## config.mk

```make
export PLATFORM = sky130hd
export DESIGN_NAME = iterative_shifter_lr
export DESIGN_NICKNAME = d
export VERILOG_FILES = /design/src/rtl/iterative_shifter_lr.sv
export SDC_FILE = /design/constraint.sdc
export NUM_CORES = 1
export LEC_CHECK = 0
export CORE_MARGIN = 5
export CORE_UTILIZATION = 45
export CTS_CLUSTER_SIZE = 20
export DETAILED_ROUTE_END_ITERATION = 10
export MAX_ROUTING_LAYER = met4
export PLACE_DENSITY = 0.77
export SLEW_MARGIN = 0
export SYNTH_ARGS = -nofsm -noshare
export SYNTH_HDL_FRONTEND = slang
export SYNTH_SLANG_ARGS = --single-unit
```

## constraint.sdc

```tcl
create_clock -name clk -period 1.8 [get_ports clk]
set_input_delay 0.36 -clock clk [delete_from_list [all_inputs] [get_ports clk]]
set_output_delay 0.36 -clock clk [all_outputs]
set_load 0.005 [all_outputs]
```

## src/rtl/iterative_shifter_lr.sv

```systemverilog
// iterative_shifter_lr: multi-cycle shifter that moves the operand one bit per
// clock (LSL / LSR / ASR, plus ROR when ITERATIVE_SHIFTER_ROTATE_EN is defined).
// Valid/ready on both sides; one transaction in flight, no result/accept bypass.
// Build option: define ITERATIVE_SHIFTER_ROTATE_EN to make op 2'b11 rotate right;
// when undefined op 2'b11 behaves as LSR and no rotate path exists.
module iterative_shifter_lr #(
    parameter int unsigned N  = 8,
    parameter int unsigned SW = $clog2(N)
) (
    input  logic          clk,
    input  logic          rst_n,
    input  logic          up_valid,
    output logic          up_ready,
    input  logic [N-1:0]  up_data,
    input  logic [SW-1:0] up_amt,
    input  logic [1:0]    up_op,
    output logic          down_valid,
    input  logic          down_ready,
    output logic [N-1:0]  down_data
);

    // FSM encoding
    localparam logic [1:0] S_IDLE  = 2'd0;
    localparam logic [1:0] S_SHIFT = 2'd1;
    localparam logic [1:0] S_DONE  = 2'd2;

    // Op encoding
    localparam logic [1:0] OP_LSL = 2'b00;
    localparam logic [1:0] OP_LSR = 2'b01;
    localparam logic [1:0] OP_ASR = 2'b10;
    localparam logic [1:0] OP_ROR = 2'b11;

    // Largest legal shift amount; larger requests (non-power-of-two N) clamp here
    localparam logic [SW-1:0] AMT_MAX = SW'(N - 1);

    logic [1:0]    r_state;
    logic [N-1:0]  r_shift;
    logic [SW-1:0] r_cnt;
    logic [1:0]    r_op;
    logic          r_up_ready;
    logic          r_down_valid;

    logic [1:0]    w_next_state;
    logic [N-1:0]  w_next_shift;
    logic [SW-1:0] w_next_cnt;
    logic [1:0]    w_next_op;
    logic [N-1:0]  w_step;
    logic [SW-1:0] w_amt;
    logic          w_accept;
    logic          w_handoff;

    assign w_accept  = up_valid && r_up_ready;
    assign w_handoff = r_down_valid && down_ready;

    // Clamp the requested amount to the legal range
    assign w_amt = (up_amt > AMT_MAX) ? AMT_MAX : up_amt;

    // One-position step of the shift register for the captured op
    always_comb begin
        w_step = r_shift;
        case (r_op)
            OP_LSL:  w_step = {r_shift[N-2:0], 1'b0};
            OP_LSR:  w_step = {1'b0, r_shift[N-1:1]};
            OP_ASR:  w_step = {r_shift[N-1], r_shift[N-1:1]};
`ifdef ITERATIVE_SHIFTER_ROTATE_EN
            OP_ROR:  w_step = {r_shift[0], r_shift[N-1:1]};
`else
            OP_ROR:  w_step = {1'b0, r_shift[N-1:1]};
`endif
            default: w_step = r_shift;
        endcase
    end

    // Next-state and datapath update
    always_comb begin
        w_next_state = r_state;
        w_next_shift = r_shift;
        w_next_cnt   = r_cnt;
        w_next_op    = r_op;
        case (r_state)
            S_IDLE: begin
                if (w_accept) begin
                    w_next_shift = up_data;
                    w_next_cnt   = w_amt;
                    w_next_op    = up_op;
                    w_next_state = (w_amt == '0) ? S_DONE : S_SHIFT;
                end
            end
            S_SHIFT: begin
                w_next_shift = w_step;
                w_next_cnt   = r_cnt - SW'(1);
                if (r_cnt <= SW'(1)) begin
                    w_next_state = S_DONE;
                end
            end
            S_DONE: begin
                if (w_handoff) begin
                    w_next_state = S_IDLE;
                end
            end
            default: begin
                w_next_state = S_IDLE;
            end
        endcase
    end

    // State, datapath and registered handshake outputs
    always_ff @(posedge clk or negedge rst_n) begin
        if (!rst_n) begin
            r_state      <= S_IDLE;
            r_shift      <= '0;
            r_cnt        <= '0;
            r_op         <= OP_LSL;
            r_up_ready   <= 1'b1;
            r_down_valid <= 1'b0;
        end else begin
            r_state      <= w_next_state;
            r_shift      <= w_next_shift;
            r_cnt        <= w_next_cnt;
            r_op         <= w_next_op;
            r_up_ready   <= (w_next_state == S_IDLE);
            r_down_valid <= (w_next_state == S_DONE);
        end
    end

    // Result is the shift register in every state; consumers qualify with down_valid
    assign up_ready   = r_up_ready;
    assign down_valid = r_down_valid;
    assign down_data  = r_shift;

endmodule

```

==> results of run 1 <==
==> area by class of cell <==
class	instances	area [um^2]	area share, %
Clock buffer	4	26.3	2.16
Inverter	3	11.3	0.928
Multi-Input combinational cell	62	420	34.6
Sequential cell	17	427	35.2
Tap cell	27	33.8	2.78
Timing Repair Buffer	29	295	24.3
==> metrics by stage <==
step | instance area (um^2) | utilization (%) | instances
floorplan | 903 | - | 88
global placement | 1190 | 61.1 | 138
detailed placement | 1190 | 61.1 | 138
CTS | 1210 | 62.5 | 142
global route | 1210 | 62.5 | 142
finish | 1210 | 62.5 | 142
==> state kept, by name, indices dropped and copies added, names as in the netlist <==
name / count
down_data: 8
down_valid: 1
r_cnt: 3
r_op: 2
r_state: 2
up_ready: 1
==> where the power goes <==
group | internal [mW] | switching, mW | total [mW]
sequential | 0.580 | 0.184 | 0.764
clock | 0.0861 | 0.116 | 0.202
combinational | 0.569 | 0.410 | 0.979
==> final timing paths <==
path / end / slack, ns / cells after the start
setup / recovery: up_ready / 0.13 / 1
hold / removal: r_cnt[1] / 0.38 / 2
min in group clk: r_cnt[0] / 0.56 / 1
setup reg to reg: r_state[1] / 0.35 / 4
hold reg to reg: r_cnt[0] / 0.56 / 1
max in group asynchronous: up_ready / 1.16 / 2
==> kinds of logic after synthesis <==
group	after synthesis	share of synthesized area (%)
compound gates	23	18.6
fa+ha+maj	2	2.77
buf+inv	9	6.23
flops	17	47.2
mux	8	9.00
simple gates	29	16.2
==> metal layers <==
metal	wire length (um)	share of wire, %
met1	842	44
met2	964	50
met3	114	5.9
met4	9	0.47
met5	0	0
==> placed cells by master, fill, tap and decap left out, types with 2 or more instances in the layout <==
cell	netlist	final
clkbuf_4	0	3
ha_1	2	2
nand3b_1	2	2
o221ai_1	7	7
clkdlybuf4s50_1	0	26
mux2i_1	7	7
inv_1	3	3
nand2_1	17	17
buf_4	1	2
or3_1	2	2
nand2b_1	2	2
a21oi_1	5	5
o21ai_0	4	4
dfrtp_1	16	16
==> impl_metrics.ini, run 1 <==
[status]
run_status = finished, final reports clean

[logic_synthesis]
synth_top_area_share_pct = 44.3
netlist_top_cells_area = dfrtp_1 (44%), mux2i_1 (7.8%), nand2_1 (7.1%), o221ai_1 (6.8%), dfstp_2 (2.9%)
syn_avg_cell_area_um2 = 10.3
synth-edff-count = 0
async_flop_share_pct = 100
synth.distinct_cells = 30
yosysWarnings = 0
ys_ff_latch = 17
synthCells = 88
syn_nets = 107
ys_seq_area_share_pct = 47.2
yosysTopAreaCell = dfrtp_1
synth.most_common_cell = nand2_1
synth_ff_type = dfrtp_1
netlist_area_um2 = 903
synth_common_cells = nand2_1 (17), dfrtp_1 (16), mux2i_1 (7), o221ai_1 (7), a21oi_1 (5)

[setup_path]
cp-start-kind = register
end_kind = primary output
crit_slowest_cell = dfstp_2
cp.required_ns = 1.44
crit_fanout = 2
crit_family = flip-flops
crit_type = register to primary output
crit_arrival_ns = 1.31
cp_num_buf_inv = 1
worstPathCellList = clkdlybuf4s50_1
r2r-start = r_state[0]
startpoint = up_ready
cpPeakStageDelay_ns = 0.53

[cts]
cts_tree = built
cts_setup_buffers = 0
htree_num_levels = 1
cts-resized-gates = 0
ctsRootBufferMaster = clkbuf_4
numCtsBuffers = 3
ctsLongestPathBuffers = 2
worstSkewPairLatency_ns = 0.29
ctsHoldBuffers = 0
cts.sinks = 17
clk_pin_slew_ns = 0.10

[pwr]
peakVddDrop_mv = 0.915
power_density_nw_per_um2 = 1600
p_leak_nw = 0.501
total_power_mw = 1.95

[drt]
routedWlPerCell_um = 13.6
drc = 0
drt_iter0_drc = 15
vias = 771
routed_wirelength_um = 1930
viasPerCell = 5.43
firstDrtPassIters = 4
ant_nets = 0

[floorplan]
fp-row-count = 16
placeableCoreArea_um2 = 1940
io-pin-count = 27
die_y_um = 54.8
die_area_um2 = 3000
die_x_um = 54.8
initial_core_util_pct = 46.5

[final_layout]
areaGrowthSynthToFinish_pct = 34.3
filler_cell_count = 168
layout-drive-gt1-share_pct = 8.70
nets = 135
insertedDiodeCount = 0

[global_routing]
grt_pass1_wl_um = 3120
grt-ovfl-total = 0
grt_max_degree = 28
grt_pass1_vias = 706
grtUsageMet3_pct = 5.18
antenna_found_initial = 0
grtUsageMet1_pct = 19.7
grt_util_all_layers_pct = 15.6
met2_usage_pct = 22.4
grt_busiest_layer = met2

[timing]
fmaxAchievable_ghz = 0.599
holdWs_ns = 0.384
rsz0062_at_grt = no
slew_headroom_pct = 70.8
maxSlewViolCount = 0
layout_worst_path_cycle_share_pct = 92.7
setup_violations = 0
fin_setup_tns_ns = 0
final.min_clock_period_ns = 1.67
worst_slack_ns = 0.132
skew_ns = 0.00377
hold_violations = 0
worstMarginPinSlew_ns = 0.438

[placed_design]
io_buffers = 26
place_worst_setup_slack_ns = 0.0853
hpwl_um = 1460
gp_congestion = 0.774

[hold_path]
hold_class = input port to async pin

[flow_run]
cap_violations = 0
Note: power is estimated with default switching activity, not from simulation.
==> inputs of run 2 (changes only) <==
- CAP_MARGIN: unset -> 10
- CTS_CLUSTER_SIZE: 20 -> unset
==> results of run 2 <==
Final layout, timing and power as in run 1 (identical DEF).
